$ cat config.mk
export PLATFORM = sky130hd
export DESIGN_NAME = alu_share_arbiter
export DESIGN_NICKNAME = d
export VERILOG_FILES = /design/src/rtl/alu_share_arbiter.sv
export SDC_FILE = /design/constraint.sdc
export NUM_CORES = 1
export LEC_CHECK = 0
export ABC_AREA = 1
export BUFFER_PORTS_ARGS = -buffer_cell sky130_fd_sc_hd__clkbuf_2
export CORE_MARGIN = 2
export CORE_UTILIZATION = 30
export DETAILED_ROUTE_END_ITERATION = 7
export HOLD_SLACK_MARGIN = 0.03
export PLACE_DENSITY = 0.54
export RECOVER_POWER = 100
export SYNTH_ARGS = -nofsm -noshare
export SYNTH_HDL_FRONTEND = slang
export SYNTH_SLANG_ARGS = --single-unit
$ cat constraint.sdc
create_clock -name clk -period 4.01 [get_ports clk]
set_input_delay 0.401 -clock clk [delete_from_list [all_inputs] [get_ports clk]]
set_output_delay 0.401 -clock clk [all_outputs]
set_load 0.01 [all_outputs]
$ cat src/rtl/alu_share_arbiter.sv
// Shares one 32-bit ALU between two requesters with round-robin arbitration.
// One operation is in flight at a time; operands and result are registered.
module alu_share_arbiter #(
    parameter int CNT_W = 16
) (
    input  logic             clk,
    input  logic             reset,
    input  logic [1:0]       req_valid,
    output logic [1:0]       req_ready,
    input  logic [31:0]      req0_rs1,
    input  logic [31:0]      req0_rs2,
    input  logic [3:0]       req0_sel,
    input  logic [31:0]      req1_rs1,
    input  logic [31:0]      req1_rs2,
    input  logic [3:0]       req1_sel,
    output logic [1:0]       resp_valid,
    input  logic [1:0]       resp_ready,
    output logic [31:0]      resp_data,
    output logic [31:0]      alu_rs1,
    output logic [31:0]      alu_rs2,
    output logic [3:0]       alu_sel,
    input  logic [31:0]      alu_res,
    output logic             busy,
    output logic [CNT_W-1:0] grant_cnt0,
    output logic [CNT_W-1:0] grant_cnt1
);

    typedef enum logic [1:0] {
        S_IDLE = 2'd0,
        S_EXEC = 2'd1,
        S_RESP = 2'd2
    } state_t;

    state_t           r_state;
    logic             r_owner;
    logic             r_last_grant;
    logic [1:0]       r_resp_valid;
    logic [31:0]      r_resp_data;
    logic [31:0]      r_alu_rs1;
    logic [31:0]      r_alu_rs2;
    logic [3:0]       r_alu_sel;
    logic             r_busy;
    logic [CNT_W-1:0] r_cnt0;
    logic [CNT_W-1:0] r_cnt1;
    logic             w_winner;
    logic [1:0]       w_grant;

    function automatic logic [CNT_W-1:0] sat_inc(input logic [CNT_W-1:0] cnt);
        return (cnt == {CNT_W{1'b1}}) ? cnt : cnt + {{(CNT_W-1){1'b0}}, 1'b1};
    endfunction

    // Round-robin winner: on a tie the port that did not win last time goes.
    always_comb begin
        w_winner = 1'b0;
        if (req_valid == 2'b11) begin
            w_winner = ~r_last_grant;
        end else if (req_valid[1]) begin
            w_winner = 1'b1;
        end else begin
            w_winner = 1'b0;
        end
    end

    // Accept strobe, only ever offered while idle.
    always_comb begin
        w_grant = 2'b00;
        if ((r_state == S_IDLE) && (req_valid != 2'b00)) begin
            w_grant = w_winner ? 2'b10 : 2'b01;
        end else begin
            w_grant = 2'b00;
        end
    end

    // Sequencer: accept in IDLE, sample the ALU in EXEC, hold the result in RESP.
    always_ff @(posedge clk) begin
        if (reset) begin
            r_state      <= S_IDLE;
            r_owner      <= 1'b0;
            r_last_grant <= 1'b1;
            r_resp_valid <= 2'b00;
            r_resp_data  <= 32'd0;
            r_alu_rs1    <= 32'd0;
            r_alu_rs2    <= 32'd0;
            r_alu_sel    <= 4'd0;
            r_busy       <= 1'b0;
            r_cnt0       <= {CNT_W{1'b0}};
            r_cnt1       <= {CNT_W{1'b0}};
        end else begin
            case (r_state)
                S_IDLE: begin
                    if (w_grant != 2'b00) begin
                        r_alu_rs1    <= w_winner ? req1_rs1 : req0_rs1;
                        r_alu_rs2    <= w_winner ? req1_rs2 : req0_rs2;
                        r_alu_sel    <= w_winner ? req1_sel : req0_sel;
                        r_owner      <= w_winner;
                        r_last_grant <= w_winner;
                        r_busy       <= 1'b1;
                        r_state      <= S_EXEC;
                        if (w_winner) begin
                            r_cnt1 <= sat_inc(r_cnt1);
                        end else begin
                            r_cnt0 <= sat_inc(r_cnt0);
                        end
                    end
                end
                S_EXEC: begin
                    r_resp_data  <= alu_res;
                    r_resp_valid <= r_owner ? 2'b10 : 2'b01;
                    r_state      <= S_RESP;
                end
                S_RESP: begin
                    // Only the owning port's ready can retire the response.
                    if (resp_ready[r_owner]) begin
                        r_resp_valid <= 2'b00;
                        r_busy       <= 1'b0;
                        r_state      <= S_IDLE;
                    end
                end
                default: begin
                    r_resp_valid <= 2'b00;
                    r_busy       <= 1'b0;
                    r_state      <= S_IDLE;
                end
            endcase
        end
    end

    assign req_ready  = w_grant;
    assign resp_valid = r_resp_valid;
    assign resp_data  = r_resp_data;
    assign alu_rs1    = r_alu_rs1;
    assign alu_rs2    = r_alu_rs2;
    assign alu_sel    = r_alu_sel;
    assign busy       = r_busy;
    assign grant_cnt0 = r_cnt0;
    assign grant_cnt1 = r_cnt1;

endmodule

==> results of run 1 <==
[cell usage after synthesis (all sizes together)]
cell    number
clkbuf      22
nand2      318
o21ai       45
a21oi       25
a31oi       68
inv         43
nand3       38
xor2         4
buf         28
nand4       14
ha           2
nor3         1
dfxtp      139
nand3b       3
xnor2        2
nor2       124
[routing by layer]
metal / vias up / GRT usage
li1: 3416 / -
met1: 2975 / 0.2357
met2: 255 / 0.3169
met3: 33 / 0.05994
met4: 0 / 0.06827
met5: - / 0
[cell type report]
class	instances	area (sq um)
Sequential cell	139	2783
Clock inverter	15	142.6
Multi-Input combinational cell	644	2878
Timing Repair Buffer	316	1423
Inverter	43	161.4
Tap cell	270	337.8
Fill cell	2194	11950
Clock buffer	17	425.4
[worst paths after layout]
path,to,slack [ns]
setup / recovery,req_ready[0],1.28
hold / removal,resp_data[29]$_SDFFE_PP0P_,0.19
hold reg to reg,busy$_SDFFE_PP0P_,0.48
setup reg to reg,grant_cnt0[8]$_SDFFE_PP0P_,1.29
[where the power goes]
group	switching [mW]	total, mW	internal (mW)	leakage (nW)
sequential	0.0679	1.57	1.50	1.14
combinational	0.381	0.584	0.203	1.95
clock	0.714	1.54	0.827	0.279
total	1.16	3.69	2.53	3.37
[worst max-delay path: cells and delay by family, from the launching register on]
kind / cells / cell delay [ns]
AND/OR/NAND/NOR: 2 / 1.20
buffers and inverters: 1 / 0.25
AO/OA/AOI/OAI: 1 / 0.13
flip-flops: 1 / 0.33
[sequential cells by signal, indices dropped and copies added (netlist names), 2 cells and up]
register and flops:
alu_rs1 32, resp_valid 2, resp_data 32, grant_cnt0 16, alu_rs2 32, r_state 2, alu_sel 4, grant_cnt1 16
[through the flow]
| step | utilization | setup WS (ns) | hold WS (ns) | total power, mW |
|---|---|---|---|---|
| after detailed placement | 0.3875 | 1.737 | 0.4675 | 2.218 |
| after CTS | 0.4157 | 1.770 | 0.1734 | 3.776 |
| final | 0.4054 | 1.282 | 0.1902 | 3.690 |
| after floorplan | - | 2.506 | 0.4417 | 1.941 |
| after global routing | 0.4054 | 0.9486 | 0.2008 | 3.871 |
| after global placement | 0.3875 | 1.784 | 0.4537 | 2.216 |
[layout by cell type, fill, tap and decap left out, types with 2 or more instances in the layout]
cell type / instances
a21oi_1: 24
a31oi_1: 68
buf_4: 5
clkbuf_1: 137
clkbuf_16: 17
clkbuf_2: 174
clkinv_4: 3
dfxtp_1: 139
ha_1: 2
inv_1: 42
inv_6: 6
inv_8: 5
nand2_1: 315
nand2_2: 3
nand3_1: 38
nand3b_1: 3
nand4_1: 12
nor2_1: 117
nor2_2: 5
nor2_4: 2
o21ai_0: 45
xnor2_1: 2
xor2_1: 4
[kinds of logic (layout without fill, tap and decap cells)]
logic type      Yosys count  in the layout
compound gates          138            138
xor+xnor                  6              6
fa+ha+maj                 2              2
buf+inv                  93            391
flops                   139            139
simple gates            498            498
==> results.yml, run 1 <==
grt:
  overflow: 0
  grt_pass1_vias: 6396
  grt_pass1_wl_um: 33030
  grt_util_all_layers: 0.1914
  antenna_found_initial: 0
  grt_max_degree: 73
timing:
  hold_viol: 0
  max_slew_margin: -0.07390
  final_max_slew_viol_count: 73
  worst_pin_slew_ns: 1.611
  finClkSkew_ns: 0.01101
  fin_crit_ns: 2.728
  setup_tns_ns: 0
  max_freq_mhz: 366.6
  final-setup-viol-count: 0
  rsz0062_at_grt: "false"
  fin_crit_sh: 0.6802
floorplanning:
  io_pins: 311
  die_width_um: 146.9
  die_h_um: 146.9
  initial_core_util: 0.3047
  die_area_sq_mm: 0.02158
  fp-row-count: 52
  coreArea_sq_mm: 0.02010
synthesis:
  synthSimpleGateAreaFrac: 0.3327
  syn-num-nets: 1052
  synthXorXnorAreaFrac: 0.008578
  synthAdderAreaFrac: 0.004085
  synthMuxAreaShare: 0
  synth_compound_area_frac: 0.1291
  synth_top_family_by_area: "simple AND/OR/NAND/NOR gates"
  syn_inst: 876
  syn_area_sq_mm: 0.006126
  ys_ff_latch: 139
  syn_area_per_cell_sq_um: 6.993
  synth_cell_types: 28
  synth_top_cell_area_share: 0.4542
  synth_area_leader_cell: "dfxtp_1"
  yosys-top-cells-area: "dfxtp_1 (45%), nand2_1 (19%), nor2_1 (7.1%), a31oi_1 (6.9%), o21ai_0 (3.5%)"
  yosysSeqAreaShare: 0.4542
  yosys_warnings: 0
routing:
  wl_met2_um: 9896
  dr_wl_met3_um: 1634
  num_vias: 6679
  wirelength_um: 21160
  drtIter0Drc: 311
  postRouteAntennaNets: 0
  wl_per_cell_um: 14.65
  drc: 0
  top_layer_used: "met4"
  avgViaCountPerCell: 4.625
  wl_met1_um: 9164
  drt-pass1-iter-count: 5
critical_path:
  cp_max_fo: 14
  startpoint: "r_state[1]$_SDFFE_PP0P_"
  worstSetupEndpointType: "output pin"
  crit_type: "flip-flop to output pin"
  r2r_start: "r_state[1]$_SDFFE_PP0P_"
  worstPathRequired_ns: 3.61
  cp-start-kind: "flip-flop"
  path_common_cell: "nor2_1"
  crit_arrival_ns: 2.33
  path_cells: "nor2_1, o21ai_0, nor2_1, clkbuf_1"
  rr_worst_depth: 6
  crit_slowest_cell: "nor2_1"
  crit_path_max_incr_delay_ns: 1.05
placed_design:
  gp_congestion: 0.8357
  dp_hpwl_um: 14890
  port_buffers: 310
  placed_area_sq_mm: 0.007790
  placed_cells: 1412
clock_network:
  cts-buffers-inserted: 17
  cts_resized: 0
  tritoncts: "built"
  clock_latency_ns: 0.43
  root_buffer: "clkbuf_16"
  cts.sinks: 139
  clkTransAtPathRegs_ns: 0.07
  post_cts_buffers: 0
  cts-htree-levels: 4
  cts_max_path_buffers: 2
  postCtsHoldBufs: 0
final_layout:
  drive_gt1_frac: 0.1917
  diodes: 0
  layout.nets: 1337
  area_delta_synth_final_pct: 33.05
  final_cell_area_sq_mm: 0.008150
  instances_no_fill: 1444
power_and_ir_drop:
  p_leak_nw: 3.374
  ir_drop_mv: 0.2473
  p_per_area_mw_per_mm2: 452.8
outcome:
  violations: "capacitance limit, slew limit"
  status: "complete, but fails checks"
flow_run:
  max-cap-violations: 1
worst_hold_path:
  hold_start: "alu_res[29]"
  hold-path-cell-count: 3
  hold_class: "input port to flip-flop"
Note: power is estimated with default switching activity, not from simulation.
==> inputs of run 2 (changes only) <==
clock period = 2.6 ns   (was 4.01 ns; I/O delays follow)
==> run 2 against run 1 <==
The run now ends clean. Clock power is 69% higher. Worst hold slack got worse by 0.12 ns. Via count fell by 0.85%. Cell area grew 1.2%. Routed wire length decreased by 0.57%. Non-clock buffer count is 3 higher. First-iteration DRC count increased by 4.5%. Power is 61% higher. Sequential share of layout area shrank 0.41 points. Critical path depth increased by 1. Combinational power grew 56%. Critical path type unchanged. Highest routed layer unchanged.
==> results.yml, run 2 (synthesis results as in run 1) <==
power_and_ir_drop:
  p_leak_nw: 3.409
  power_mw: 5.933
  p_sw_frac: 0.2794
  p_seq_frac: 0.407
  p_sw_mw: 1.658
  p_comb_frac: 0.153
  internal-power_mw: 4.275
  p_per_area_mw_per_mm2: 719.2
  ir_drop_mv: 0.4042
  p_clk_frac: 0.440
critical_path:
  r2r_slack_ns: 0.53
  cp-start-kind: "flip-flop"
  crit_arrival_ns: 1.86
  cp_max_fo: 50
  crit_type: "flip-flop to output pin"
  r2r_start: "grant_cnt1[0]$_SDFFE_PP0P_"
  rr_worst_depth: 7
  rr_endpoint: "grant_cnt1[11]$_SDFFE_PP0P_"
  worstPathRequired_ns: 2.34
  worstSetupEndpointType: "output pin"
placed_design:
  dp_hpwl_um: 15000
  gp_congestion: 0.7945
  port_buffers: 310
  placed_area_sq_mm: 0.007838
routing:
  wl_per_cell_um: 14.54
  drt-pass1-iter-count: 4
  drc: 0
  drtIter0Drc: 325
  postRouteAntennaNets: 0
  num_vias: 6622
  avgViaCountPerCell: 4.576
  wirelength_um: 21040
floorplanning:
  fp-row-count: 52
  die_area_sq_mm: 0.02158
  coreArea_sq_mm: 0.02010
  die_width_um: 146.9
  initial_core_util: 0.3047
  die_h_um: 146.9
  io_pins: 311
final_layout:
  area_delta_synth_final_pct: 34.66
  layout.nets: 1340
  final_common_cell: "nand2_1"
  diodes: 0
  final_cell_mix: "nand2_1 (314), clkbuf_2 (174), dfxtp_1 (139)"
  final_cell_area_sq_mm: 0.008249
  drive_gt1_frac: 0.1912
  nFillCells: 2197
timing:
  setup_tns_ns: 0
  final-setup-viol-count: 0
  hold_viol: 0
  final_max_slew_viol_count: 0
  max_freq_mhz: 471.0
  fin_crit_sh: 0.8166
  fin_crit_ns: 2.123
  worst_pin_slew_ns: 1.363
  max_slew_margin: 0.09108
  finClkSkew_ns: 0.008830
  rsz0062_at_grt: "false"
clock_network:
  clkTransAtPathRegs_ns: 0.06
  post_cts_buffers: 0
  postCtsHoldBufs: 0
  cts_max_path_buffers: 2
  cts-htree-levels: 4
  tritoncts: "built"
  root_buffer: "clkbuf_16"
  clock_latency_ns: 0.41
  cts.sinks: 139
  cts-buffers-inserted: 17
  cts_resized: 0
outcome:
  status: "finished clean"
grt:
  grt_util_all_layers: 0.1920
  overflow: 0
  grt_max_degree: 73
  antenna_found_initial: 0
  grt_pass1_wl_um: 33210
  grt_pass1_vias: 6365
worst_hold_path:
  hold_start: "alu_res[26]"
  hold_class: "input port to flip-flop"
  hold_end: "resp_data[26]$_SDFFE_PP0P_"
  hold-path-cell-count: 3
flow_run:
  max-cap-violations: 0
run 2: power by group through the flow:
stage               registers (mW)  logic, mW  clock network [mW]
floorplan                     2.53      0.463                   0
global placement              2.46      0.973                   0
detailed placement            2.46      0.977                   0
CTS                           2.42      0.977                2.68
global route                  2.44       1.02                2.78
finish                        2.41      0.909                2.61
run 2: per-stage QoR:
stage | hold WS (ns) | util | instances | setup WS (ns)
floorplan | 0.3949 | - | 876 | 1.096
global placement | 0.4513 | 0.3898 | 1415 | 0.8354
detailed placement | 0.4567 | 0.3898 | 1415 | 0.7901
CTS | 0.04370 | 0.4213 | 1447 | 0.4435
global route | 0.06103 | 0.4103 | 1447 | 0.3018
finish | 0.06883 | 0.4103 | 1447 | 0.4769
run 2: how the worst max path moves through the flow:
stage / to / from
after detailed placement: grant_cnt0[13]$_SDFFE_PP0P_ / grant_cnt0[0]$_SDFFE_PP0P_
final: req_ready[0] / r_state[1]$_SDFFE_PP0P_
after global placement: grant_cnt0[11]$_SDFFE_PP0P_ / grant_cnt0[0]$_SDFFE_PP0P_
after global routing: grant_cnt0[1]$_SDFFE_PP0P_ / grant_cnt0[0]$_SDFFE_PP0P_
after floorplan: grant_cnt0[10]$_SDFFE_PP0P_ / grant_cnt0[1]$_SDFFE_PP0P_
after CTS: req_ready[1] / r_state[1]$_SDFFE_PP0P_
run 2: routing by layer:
layer | part of all wire | GRT usage | routed length (um)
met4 | 0.011 | 0.05288 | 240
met3 | 0.077 | 0.06304 | 1619
met2 | 0.47 | 0.3225 | 9971
met1 | 0.44 | 0.2371 | 9208
met5 | 0 | 0 | 0
run 2: worst max-delay path, stage by stage (launching register included):
cell      delay (ns)
dfxtp_1         0.32
nor2_1          0.13
o21ai_0         0.18
nor2_4          0.32
buf_12          0.28
clkbuf_2        0.19
run 2: cell type report:
type	instances	area (sq um)	share of cell area
Multi-Input combinational cell	644	2864	0.3472
Clock inverter	13	190.2	0.02305
Timing Repair Buffer	319	1470	0.1782
Tap cell	270	337.8	0.04095
Clock buffer	19	442.9	0.05369
Sequential cell	139	2783	0.3373
Inverter	43	161.4	0.01957
==> inputs of run 3 (changes only) <==
clock period = 2.2 ns   (was 2.6 ns; I/O delays follow)
==> run 3 against run 2 <==
Power grew 13%. Clock-buffer cell count unchanged. Critical endpoint is now alu_rs2[1]$_SDFFE_PP0P_. Clock skew rose by 0.0033 ns. Sequential power grew 18%. Cell area grew 6.4%.
==> results.yml, run 3 (synthesis results as in run 1) <==
critical_path:
  worstSetupEndpointType: "flip-flop"
  r2r_slack_ns: 0.14
  cp-start-kind: "flip-flop"
  crit_type: "flip-flop to flip-flop"
  rr_worst_depth: 7
  cp_max_fo: 68
  crit_arrival_ns: 2.42
  worstPathRequired_ns: 2.56
final_layout:
  area_delta_synth_final_pct: 43.22
  instances_no_fill: 1505
  layout.nets: 1398
  final_cell_mix: "nand2_1 (313), clkbuf_2 (179), dfxtp_1 (139)"
  drive_gt1_frac: 0.1911
  final_common_cell: "nand2_1"
  diodes: 0
routing:
  wirelength_um: 21000
  wl_per_cell_um: 13.95
  num_vias: 6809
  avgViaCountPerCell: 4.524
  drc: 0
  postRouteAntennaNets: 0
  drt-pass1-iter-count: 4
  drtIter0Drc: 298
clock_network:
  tritoncts: "built"
  post_cts_buffers: 0
  clock_latency_ns: 0.43
  cts-htree-levels: 4
  cts.sinks: 139
  cts_max_path_buffers: 2
  cts-buffers-inserted: 17
  root_buffer: "clkbuf_16"
  clkTransAtPathRegs_ns: 0.07
floorplanning:
  coreArea_sq_mm: 0.02010
  die_h_um: 146.9
  die_area_sq_mm: 0.02158
  io_pins: 311
  die_width_um: 146.9
  fp-row-count: 52
  initial_core_util: 0.3047
timing:
  fin_crit_sh: 0.9358
  max_slew_margin: 0.2985
  final_max_slew_viol_count: 0
  rsz0062_at_grt: "false"
  worst_pin_slew_ns: 1.051
  finClkSkew_ns: 0.01213
  setup_tns_ns: 0
  max_freq_mhz: 485.7
  final-setup-viol-count: 0
  fin_crit_ns: 2.059
  hold_viol: 0
power_and_ir_drop:
  power_mw: 6.718
  ir_drop_mv: 0.4886
  p_leak_nw: 3.641
  p_per_area_mw_per_mm2: 765.7
placed_design:
  dp_hpwl_um: 14530
  placed_cells: 1419
  port_buffers: 310
  gp_congestion: 0.7829
grt:
  grt_pass1_wl_um: 33040
  overflow: 0
  grt_util_all_layers: 0.1906
  antenna_found_initial: 0
  grt_pass1_vias: 6549
  grt_max_degree: 100
outcome:
  status: "finished clean"
flow_run:
  max-cap-violations: 0
worst_hold_path:
  hold-path-cell-count: 3
  hold_class: "input port to flip-flop"
[run 3: changes by cell type in the layout (fill, tap and decap cells not counted), sizes merged, moves of 2 or more]
cell and change:
clkbuf +3, clkinvlp +2, dlygate4sd3 +54, inv +3, bufinv -4
[run 3: worst paths after layout]
path	start	end
worst max register to register	r_state[1]$_SDFFE_PP0P_	alu_rs2[1]$_SDFFE_PP0P_
worst max-delay path	r_state[1]$_SDFFE_PP0P_	alu_rs2[1]$_SDFFE_PP0P_
worst min register to register	resp_valid[0]$_SDFFE_PP0P_	resp_valid[0]$_SDFFE_PP0P_
worst min-delay path	req1_rs2[24]	alu_rs2[24]$_SDFFE_PP0P_
[run 3: timing repair]
item	4_1_cts	5_1_grt
hold buffers	53	1
endpoints found under the setup margin	0	1
gates resized for setup	0	1
endpoints found under the hold margin	52	1
[run 3: final cells by class]
type	instances	area [sq um]
fill	2124	11330
multi-input combinational	644	2897
sequential	139	2783
timing repair buffer	377	2043
clock buffer	19	442.9
tap	270	337.8
inverter	43	161.4
clock inverter	13	108.9
[run 3: critical path, stage by stage (launching register included)]
cell           delay, ns
dfxtp_1             0.34
nor2_4              0.15
inv_2               0.07
nor2_4              0.12
buf_6               0.42
nand2_1             0.09
a31oi_1             0.17
dlygate4sd3_1       0.57
[run 3: layer usage]
layer / part of all wire / vias up / GRT usage
met1: 0.43 / 2980 / 0.2296
met4: 0.025 / 0 / 0.07308
met3: 0.071 / 35 / 0.05652
met2: 0.47 / 249 / 0.3216
li1: - / 3545 / -
met5: 0 / - / 0
[run 3: metrics by stage]
stage | instance area (sq um) | setup WS, ns | hold slack, ns | util
floorplan | 6126 | 0.6962 | 0.3549 | -
CTS | 8962 | 0.04453 | 0.03028 | 0.4458
detailed placement | 7880 | 0.3981 | 0.4494 | 0.3920
global placement | 7880 | 0.4523 | 0.4419 | 0.3920
finish | 8773 | 0.1412 | 0.04277 | 0.4364
global route | 8773 | 0.01879 | 0.03213 | 0.4364
[run 3: power by group]
| group | switching [mW] | leakage [nW] | internal (mW) |
|---|---|---|---|
| clock network | 1.21 | 0.263 | 1.50 |
| logic | 0.710 | 2.24 | 0.449 |
| registers | 0.117 | 1.14 | 2.73 |
